## config.mk

```make
export PLATFORM = sky130hd
export DESIGN_NAME = bwd_ctrl
export DESIGN_NICKNAME = d
export VERILOG_FILES = /design/src/rtl/bwd_ctrl.sv
export SDC_FILE = /design/constraint.sdc
export NUM_CORES = 1
export LEC_CHECK = 0
export ABC_CLOCK_PERIOD_IN_PS = 1700
export CAP_MARGIN = 30
export CORE_ASPECT_RATIO = 1.2
export CORE_MARGIN = 10
export CORE_UTILIZATION = 32
export CTS_CLUSTER_SIZE = 28
export DETAILED_ROUTE_END_ITERATION = 7
export GPL_TIMING_DRIVEN = 0
export HOLD_SLACK_MARGIN = 0.12
export PLACE_DENSITY = 0.87
export RECOVER_POWER = 50
export REMOVE_ABC_BUFFERS = 1
export SETUP_SLACK_MARGIN = 0.1
export SLEW_MARGIN = 20
export SYNTH_ARGS = -nofsm -noshare
export SYNTH_HDL_FRONTEND = slang
export SYNTH_SLANG_ARGS = --single-unit
export TNS_END_PERCENT = 30
```

## constraint.sdc

```tcl
create_clock -name CLK -period 1.7 [get_ports CLK]
set_input_delay 0.34 -clock CLK [delete_from_list [all_inputs] [get_ports CLK]]
set_output_delay 0.34 -clock CLK [all_outputs]
set_load 0.03 [all_outputs]
```

## src/rtl/bwd_ctrl.sv

```systemverilog
// bwd_ctrl: sequences one backward pass of the gradient engine.
// Clears the engine, feeds NUM_UNKNOWNS initial guesses, collects results.
//
// Ports:
//   CLK, RESET           clock, asynchronous active-high reset
//   START                request one pass (honoured only in IDLE)
//   IN_VALID/READY/DATA  initial-guess stream (valid/ready handshake)
//   ENG_SCALER           registered scalar driven into the engine
//   ENG_CLEAR            engine accumulator clear (CLEAR state or RESET)
//   ENG_RESULT           engine accumulated result
//   OUT_VALID/DATA/INDEX gradient stream, no backpressure
//   BUSY, DONE           pass in progress / one-cycle completion pulse
//   STALL_CNT            only with BWD_CTRL_STALL_CNT_EN: FEED cycles
//                        spent waiting on IN_VALID, saturating at 0xFFFF
//
// Optional feature macro: BWD_CTRL_STALL_CNT_EN

module bwd_ctrl #(
    parameter int NUM_UNKNOWNS = 2,
    parameter int NUM_NONLIN   = 1,
    parameter int BIT_WIDTH    = 32,
    parameter int EXTRA_BITS   = 2,
    parameter int PIPE_LAT     = NUM_UNKNOWNS + NUM_NONLIN,
    localparam int W  = BIT_WIDTH + EXTRA_BITS,
    localparam int IW = (NUM_UNKNOWNS > 1) ? $clog2(NUM_UNKNOWNS) : 1
) (
    input  logic          CLK,
    input  logic          RESET,
    input  logic          START,
    input  logic          IN_VALID,
    output logic          IN_READY,
    input  logic [W-1:0]  IN_DATA,
    output logic [W-1:0]  ENG_SCALER,
    output logic          ENG_CLEAR,
    input  logic [W-1:0]  ENG_RESULT,
    output logic          OUT_VALID,
    output logic [W-1:0]  OUT_DATA,
    output logic [IW-1:0] OUT_INDEX,
    output logic          BUSY,
`ifdef BWD_CTRL_STALL_CNT_EN
    output logic          DONE,
    output logic [15:0]   STALL_CNT
`else
    output logic          DONE
`endif
);

    // Counters must be able to hold NUM_UNKNOWNS itself.
    localparam int CW = $clog2(NUM_UNKNOWNS + 1);
    localparam logic [CW-1:0] NU    = CW'(NUM_UNKNOWNS);
    localparam logic [CW-1:0] NU_M1 = CW'(NUM_UNKNOWNS - 1);
    localparam logic [CW-1:0] ONE   = CW'(1);

    if (EXTRA_BITS != 0 && EXTRA_BITS != 2) begin : g_bad_extra
        $error("bwd_ctrl: EXTRA_BITS must be 0 or 2");
    end
    if (PIPE_LAT < 1) begin : g_bad_lat
        $error("bwd_ctrl: PIPE_LAT must be at least 1");
    end
    if (NUM_UNKNOWNS < 1) begin : g_bad_nu
        $error("bwd_ctrl: NUM_UNKNOWNS must be at least 1");
    end

    typedef enum logic [2:0] {
        S_IDLE,
        S_CLEAR,
        S_FEED,
        S_DRAIN,
        S_DONE
    } state_e;

    state_e state_q, state_d;

    logic [CW-1:0]       feed_cnt_q, feed_cnt_d;
    logic [CW-1:0]       out_cnt_q, out_cnt_d;
    logic [W-1:0]        scaler_q, scaler_d;
    logic [PIPE_LAT-1:0] tok_q, tok_d;
    logic [PIPE_LAT:0]   tok_sh;

    logic in_rdy;
    logic eng_clr;
    logic busy;
    logic done;
    logic hs;
    logic tok_out;
    logic last_in;
    logic last_out;

    assign hs       = IN_VALID & in_rdy;
    assign tok_out  = tok_q[PIPE_LAT-1];
    assign last_in  = hs && (feed_cnt_q == NU_M1);
    assign last_out = tok_out && (out_cnt_q == NU_M1);

    // ---------------- FSM: state register ----------------
    always_ff @(posedge CLK or posedge RESET) begin
        if (RESET) begin
            state_q <= S_IDLE;
        end else begin
            state_q <= state_d;
        end
    end

    // ---------------- FSM: next state ----------------
    // FEED leaves on the edge that accepts the last beat, so with
    // PIPE_LAT=1 the final result still lands in DRAIN.
    always_comb begin
        state_d = state_q;
        unique case (state_q)
            S_IDLE:  if (START) state_d = S_CLEAR;
            S_CLEAR: state_d = S_FEED;
            S_FEED:  if (last_in) state_d = S_DRAIN;
            S_DRAIN: if (last_out) state_d = S_DONE;
            S_DONE:  state_d = S_IDLE;
            default: state_d = S_IDLE;
        endcase
    end

    // ---------------- FSM: outputs ----------------
    always_comb begin
        in_rdy  = 1'b0;
        eng_clr = 1'b0;
        busy    = 1'b1;
        done    = 1'b0;
        unique case (state_q)
            S_IDLE:  busy = 1'b0;
            S_CLEAR: eng_clr = 1'b1;
            S_FEED:  in_rdy = (feed_cnt_q < NU);
            S_DRAIN: busy = 1'b1;
            S_DONE:  done = 1'b1;
            default: busy = 1'b0;
        endcase
    end

    // ---------------- datapath next state ----------------
    always_comb begin
        feed_cnt_d = feed_cnt_q;
        out_cnt_d  = out_cnt_q;
        scaler_d   = scaler_q;
        if (state_q == S_CLEAR || state_q == S_DONE) begin
            feed_cnt_d = '0;
            out_cnt_d  = '0;
        end else begin
            if (hs) begin
                feed_cnt_d = feed_cnt_q + ONE;
            end
            if (tok_out) begin
                out_cnt_d = out_cnt_q + ONE;
            end
        end
        if (hs) begin
            scaler_d = IN_DATA;
        end
    end

    // One token per accepted beat marks when its result is due.
    always_comb begin
        tok_sh = {tok_q, hs};
        tok_d  = tok_sh[PIPE_LAT-1:0];
    end

    always_ff @(posedge CLK or posedge RESET) begin
        if (RESET) begin
            feed_cnt_q <= '0;
            out_cnt_q  <= '0;
            scaler_q   <= '0;
            tok_q      <= '0;
        end else begin
            feed_cnt_q <= feed_cnt_d;
            out_cnt_q  <= out_cnt_d;
            scaler_q   <= scaler_d;
            tok_q      <= tok_d;
        end
    end

`ifdef BWD_CTRL_STALL_CNT_EN
    logic [15:0] stall_q, stall_d;

    always_comb begin
        stall_d = stall_q;
        if (state_q == S_CLEAR) begin
            stall_d = '0;
        end else if (in_rdy && !IN_VALID && stall_q != 16'hFFFF) begin
            stall_d = stall_q + 16'd1;
        end
    end

    always_ff @(posedge CLK or posedge RESET) begin
        if (RESET) begin
            stall_q <= '0;
        end else begin
            stall_q <= stall_d;
        end
    end

    assign STALL_CNT = stall_q;
`endif

    // ---------------- outputs ----------------
    // Result fields are gated so they read zero outside a valid beat.
    assign IN_READY   = in_rdy;
    assign ENG_CLEAR  = eng_clr | RESET;
    assign ENG_SCALER = scaler_q;
    assign OUT_VALID  = tok_out;
    assign OUT_DATA   = tok_out ? ENG_RESULT : '0;
    assign OUT_INDEX  = tok_out ? out_cnt_q[IW-1:0] : '0;
    assign BUSY       = busy;
    assign DONE       = done;

endmodule

```

==> results by group, run 1 <==
Run status
  • Failing checks: negative setup slack
  • Outcome: finished, violations left

GRT
  • Top Usage Layer GRT: met2
  • Antenna violations before repair: 0
  • Pin count of the biggest net entering global routing: 26
  • Global-route usage over all layers: 0.147
  • Grt met1 use: 0.149
  • Vias in the first global route: 2089
  • GR met2 Demand/Resource: 0.277
  • GR Overflow Total: 0
  • Met3 usage: 0.0598
  • Global-route wire length before repair: 11700 um

Layout
  • Cell area after layout: 4250 um^2
  • Multi-input gate area: 1140 um^2
  • Non-filler instance count after layout: 421
  • Register area: 1110 um^2
  • Area growth syn-to-layout: 101%
  • Antenna Cells: 0
  • Final core occ: 0.660
  • Layout cells sized above 1: 0.461
  • Final net count: 410
  • Fill cell count: 502

Hold path
  • Hold WC Path Type: flip-flop to flip-flop
  • Hold depth: 0

Power
  • PD cells: 1030 nW/um^2
  • Total power draw: 4.38 mW
  • Peak supply drop: 0.758 mV
  • Pleak: 2.09 nW

Detailed routing
  • # DRC: 0
  • Antenna Nets Post-Route: 0
  • Via count: 1919
  • Final Routed Wirelength: 8640 um
  • Drt pass-1 iters: 4
  • Routed len/inst: 20.5 um
  • Initial DRC count: 44
  • Via-per-instance ratio: 4.56

Floorplan
  • Die width: 94.3 um
  • Die height: 109 um
  • Starting Density: 0.328
  • Core ar.: 6450 um^2
  • Num rows: 32
  • Io pins: 146
  • Die ar.: 10300 um^2

Placed design
  • Dpl cells: 381
  • Worst slack, placed: -609 ps
  • IO buf count: 145
  • RD Place Congestion: 0.815
  • HPWL after DPL: 5600 um
  • Post-DP Area: 3620 um^2

Yosys
  • Number of flops mapped to enable cells by yosys: 0
  • Main synth FF type: dfrtp_1
  • Most frequent cell after synthesis: dfrtp_1
  • Ys async rst share: 1.00
  • Unique masters post-synth: 23
  • Commonest cells in the netlist: 44 x dfrtp_1, 36 x and2_1, 29 x mux2_4
  • Cell Area, Synth: 2120 um^2
  • Dominant cell type by area after synthesis: dfrtp_1
  • Post-synth top area share: 0.520
  • Syn Inst Count: 160
  • Syn Area/Cell: 13.2 um^2
  • Synth Warn #: 0
  • Top cells by area, synth: dfrtp_1 52%, mux2_4 21%, and2_1 11%
  • Register area share after synthesis: 0.520
  • Seq cells post-synth: 44

Clock network
  • Root Driver: clkbuf_8
  • Total CTS buffers: 5
  • H-tree Lvls: 2
  • CTS tree: done
  • Clock transition at path regs: 90 ps
  • Skew-Pair Late Insertion Delay: 290 ps
  • Clk sinks: 44
  • Clock Tree Buf Depth: 2

Critical path
  • Cell Chain, Critical Path: nor4b_4 > buf_4 > buf_6
  • Maximum net fanout on the critical path: 4
  • CP Launch Type: flip-flop
  • CP max-delay cell: dfrtp_1
  • Worst reg-to-reg path cell count: 5
  • CP Data Arrival Time: 1380 ps
  • WS Path Type: flip-flop to output pin
  • Worst Setup End Kind: output pin
  • Req. time, crit path: 1360 ps
  • Slowest stage delay, CP: 450 ps

STA
  • Least-Margin Pin Slew: 1140 ps
  • RSZ-0062 raised after global routing: true
  • Final worst setup slack: -17.1 ps
  • Fin Hold WS: 356 ps
  • Relative slew slack: 0.237
  • FMAX: 582 MHz
  • Setup Viol. Count Final: 1
  • Final period util: 1.01
  • Post-route minimum period: 1720 ps
  • Final slew viol count: 0
  • Setup TNS: -17.1 ps
  • Final hold vios: 0
  • Worst clock skew: 11.0 ps

Run
  • Max_cap viols: 0
power breakdown:
part           internal, mW  switching, mW  leakage (nW)  total [mW]
Sequential             1.42          0.231         0.523        1.65
Combinational         0.941           1.08          1.51        2.02
Clock                 0.363          0.351        0.0503       0.714
cells in the final DEF (no fill, tap or decap), drive strengths merged, types with 5 or more instances in the layout:
master / netlist / routed
clkdlybuf4s50: 0 / 69
buf: 6 / 64
dfrtp: 44 / 44
and2: 36 / 36
dlygate4sd2: 0 / 35
mux2: 34 / 34
clkbuf: 4 / 9
nand2: 4 / 8
inv: 8 / 7
nor2: 5 / 5
final timing paths:
path,endpoint,slack (ps),from
min in group asynchronous,feed_cnt_q[0],710,RESET
setup reg to reg,ENG_SCALER[11],30,feed_cnt_q[1]
hold / removal,tok_q[2],360,tok_q[1]
setup / recovery,IN_READY,-20,feed_cnt_q[1]
hold reg to reg,tok_q[2],360,tok_q[1]
max in group asynchronous,ENG_SCALER[31],290,RESET
repair_timing:
action                     4_1_cts  5_1_grt
setup buffers                   16        8
resized for setup              372       13
hold endpoints to repair         0       10
gates cloned                     4        3
hold buffers                     0        2
setup endpoints to repair      109       65
pin swaps                       11       15
cells by family (layout without fill, tap and decap cells):
| kind of cell | after synthesis | in the layout | synth area share |
|---|---|---|---|
| compound gates | 8 | 8 | 0.0272 |
| xor+xnor | 3 | 3 | 0.0124 |
| fa+ha+maj | 2 | 2 | 0.0118 |
| buf+inv | 18 | 190 | 0.0473 |
| flops | 44 | 44 | 0.520 |
| mux | 34 | 34 | 0.232 |
| simple gates | 51 | 55 | 0.149 |
worst max-delay path, delay by kind of cell, from the launching register on:
family | cells | cell delay (ps)
buf+inv | 2 | 300
flops | 1 | 450
simple gates | 1 | 330
sequential cells by signal, indices dropped and copies added, names as in the netlist:
name,count
ENG_SCALER,34
feed_cnt_q,2
out_cnt_q,2
state_q,3
tok_q,3
metal layers:
layer | wire [um] | vias to the layer above
li1 | - | 888
met1 | 3240 | 910
met2 | 4510 | 116
met3 | 848 | 5
met4 | 42 | 0
met5 | 0 | -
area by class of cell:
class,count,share of cell area
clock buffers,7,0.0226
inverters,8,0.00735
multi-input cells,102,0.268
flip-flops and latches,44,0.261
well taps,85,0.0250
repair buffers,174,0.415
repair inverters,1,0.00118
(Power assumes the default switching activity.)
==> run 2: changes to the inputs <==
--- a/config.mk
+++ b/config.mk
@@ -6,7 +6,7 @@
 export NUM_CORES = 1
 export LEC_CHECK = 0
 export ABC_CLOCK_PERIOD_IN_PS = 1700
-export CAP_MARGIN = 30
+export CAP_MARGIN = 5
 export CORE_ASPECT_RATIO = 1.2
 export CORE_MARGIN = 10
 export CORE_UTILIZATION = 32
==> results of run 2 <==
Final layout, timing and power as in run 1 (identical DEF).
==> run 3: changes to the inputs <==
--- a/config.mk
+++ b/config.mk
@@ -5,16 +5,18 @@
 export SDC_FILE = /design/constraint.sdc
 export NUM_CORES = 1
 export LEC_CHECK = 0
-export ABC_CLOCK_PERIOD_IN_PS = 1700
+export ABC_CLOCK_PERIOD_IN_PS = 2000
 export CAP_MARGIN = 5
+export CELL_PAD_IN_SITES_DETAIL_PLACEMENT = 0
+export CELL_PAD_IN_SITES_GLOBAL_PLACEMENT = 1
 export CORE_ASPECT_RATIO = 1.2
 export CORE_MARGIN = 10
-export CORE_UTILIZATION = 32
+export CORE_UTILIZATION = 28
 export CTS_CLUSTER_SIZE = 28
 export DETAILED_ROUTE_END_ITERATION = 7
 export GPL_TIMING_DRIVEN = 0
 export HOLD_SLACK_MARGIN = 0.12
-export PLACE_DENSITY = 0.87
+export PLACE_DENSITY = 0.95
 export RECOVER_POWER = 50
 export REMOVE_ABC_BUFFERS = 1
 export SETUP_SLACK_MARGIN = 0.1
==> constraint.sdc (replaced) <==
create_clock -name CLK -period 2 [get_ports CLK]
set_input_delay 0.4 -clock CLK [delete_from_list [all_inputs] [get_ports CLK]]
set_output_delay 0.4 -clock CLK [all_outputs]
set_load 0.03 [all_outputs]
==> run 3 against run 2 <==
  * The run now ends clean
  * Sequential power down 15%
  * Highest routed layer unchanged
  * Power fell by 13%
  * Register-to-register slack better by 80 ps
  * Design area shrank 12%
  * Combinational power shrank 14%
  * Via count decreased by 10%
  * Sequential share of layout area up 3.6 points
  * Worst setup slack better by 130 ps
==> results by group, run 3 (synthesis gave the netlist of run 1 again) <==
Detailed routing
  • # DRC: 0
  • Routed len/inst: 17.0 um
  • Via count: 1720
  • Drt pass-1 iters: 3
  • Via-per-instance ratio: 4.33
  • Antenna Nets Post-Route: 0
  • Final Routed Wirelength: 6750 um
  • Initial DRC count: 25

Layout
  • Area growth syn-to-layout: 76.5%
  • Layout cells sized above 1: 0.179
  • Most common cell after layout, fill and taps aside: clkdlybuf4s50_1
  • Antenna Cells: 0
  • Final net count: 380
  • Fill cell count: 678
  • Final core occ: 0.511
  • Non-filler instance count after layout: 397
  • Max reg flops: 34
  • Commonest non-fill, non-tap cells in the layout: 76 x clkdlybuf4s50_1, 41 x dfrtp_1, 36 x and2_1

Placed design
  • IO buf count: 145
  • RD Place Congestion: 0.676
  • Worst slack, placed: -619 ps
  • HPWL after DPL: 5290 um
  • Dpl cells: 386

STA
  • Post-route minimum period: 1890 ps
  • Fin Hold WS: 161 ps
  • RSZ-0062 raised after global routing: true
  • Final hold vios: 0
  • Least-Margin Pin Slew: 760 ps
  • Worst clock skew: 6.41 ps
  • Setup Viol. Count Final: 0
  • FMAX: 529 MHz
  • Final worst setup slack: 109 ps
  • Final period util: 0.946
  • Final slew viol count: 0
  • Relative slew slack: 0.493

GRT
  • Antenna violations before repair: 0
  • Pin count of the biggest net entering global routing: 41
  • GR Overflow Total: 0
  • Vias in the first global route: 1876
  • Global-route wire length before repair: 10100 um
  • Global-route usage over all layers: 0.108

Critical path
  • CP Data Arrival Time: 2060 ps
  • CP Launch Type: flip-flop
  • WS Path Type: flip-flop to flip-flop
  • Maximum net fanout on the critical path: 35
  • Req. time, crit path: 2170 ps
  • Worst Setup End Kind: flip-flop
  • Worst reg-to-reg path cell count: 3

Clock network
  • Root Driver: clkbuf_8
  • Total CTS buffers: 5
  • Skew-Pair Late Insertion Delay: 290 ps
  • Clk sinks: 44
  • CTS tree: done
  • Clock transition at path regs: 90 ps
  • Clock Tree Buf Depth: 2
  • H-tree Lvls: 2

Power
  • Combinational Power Share: 0.456
  • Peak supply drop: 0.694 mV
  • Sw Pwr: 1.36 mW
  • Clock power frac: 0.175
  • Pleak: 1.87 nW
  • PD cells: 1020 nW/um^2
  • Sw frac: 0.357
  • Sequential Power Share: 0.369
  • Internal: 2.45 mW

Floorplan
  • Starting Density: 0.289
  • Die ar.: 11500 um^2
  • Core ar.: 7320 um^2
  • Io pins: 146
  • Die width: 99.4 um
  • Die height: 115 um
  • Num rows: 34

Run
  • Max_cap viols: 0

Hold path
  • Hold WC Path Type: primary input to async pin

Run status
  • Outcome: complete, no violations
-- run 3: cell count changes in the layout (fill, tap and decap cells not counted), moves of 5 or more --
cell	previous run	this run
buf_4	12	2
mux2_2	0	5
mux2_4	34	29
and2_4	34	0
buf_6	42	0
and2_1	2	36
dlygate4sd3_1	2	28
clkdlybuf4s50_1	69	76
-- run 3: through the flow --
step | setup TNS [ps] | instance area, um^2 | power, mW
5_1_grt | 0 | 3740 | 4.02
2_1_floorplan | -2360 | 2050 | 2.42
6_report | 0 | 3740 | 3.82
4_1_cts | -166 | 3720 | 3.96
3_3_place_gp | -22950 | 3610 | 3.22
3_5_place_dp | -7900 | 3640 | 3.26
-- run 3: final timing paths --
kind | startpoint | endpoint | slack, ps
min in group CLK | tok_q[0] | tok_q[1] | 350
min reg2reg | tok_q[0] | tok_q[1] | 350
max in group asynchronous | RESET | ENG_SCALER[13] | 950
max | state_q[2] | ENG_SCALER[0] | 110
min | RESET | ENG_SCALER[9] | 160
max reg2reg | state_q[2] | ENG_SCALER[0] | 110
-- run 3: worst max-delay path: stages (launching register included) --
cell	delay [ps]
dfrtp_2	500
nor4b_4	400
nand2_4	400
mux2_4	430
-- run 3: layout make-up --
cell class / instances / area [um^2] / share of cell area
repair inverters: 1 / 5.00 / 0.00134
inverters: 8 / 56.3 / 0.0151
well taps: 90 / 113 / 0.0301
repair buffers: 148 / 1430 / 0.382
flip-flops and latches: 44 / 1110 / 0.296
multi-input cells: 98 / 918 / 0.246
clock inverters: 2 / 35.0 / 0.00938
clock buffers: 6 / 72.6 / 0.0194
-- run 3: power by group through the flow --
stage          clock, mW  sequential [mW]  combinational [mW]
2_1_floorplan          0             1.96               0.462
3_3_place_gp           0             1.41                1.81
3_5_place_dp           0             1.42                1.84
4_1_cts            0.696             1.42                1.85
5_1_grt            0.731             1.45                1.84
6_report           0.669             1.41                1.74
-- run 3: per-layer routing --
metal / global-route usage / share of wire / vias up
li1: - / - / 817
met1: 0.125 / 0.43 / 782
met2: 0.167 / 0.43 / 115
met3: 0.0654 / 0.13 / 6
met4: 0.0258 / 0.0078 / 0
met5: 0 / 0 / -
-- run 3: what timing repair did --
action | 4_1_cts | 5_1_grt
pin swaps | 0 | 1
buffers inserted | 0 | 1
cloned | 0 | 2
hold endpoints to repair | 0 | 0
hold buffers | 0 | 0
endpoints found under the setup margin | 74 | 73
resized for setup | 59 | 8
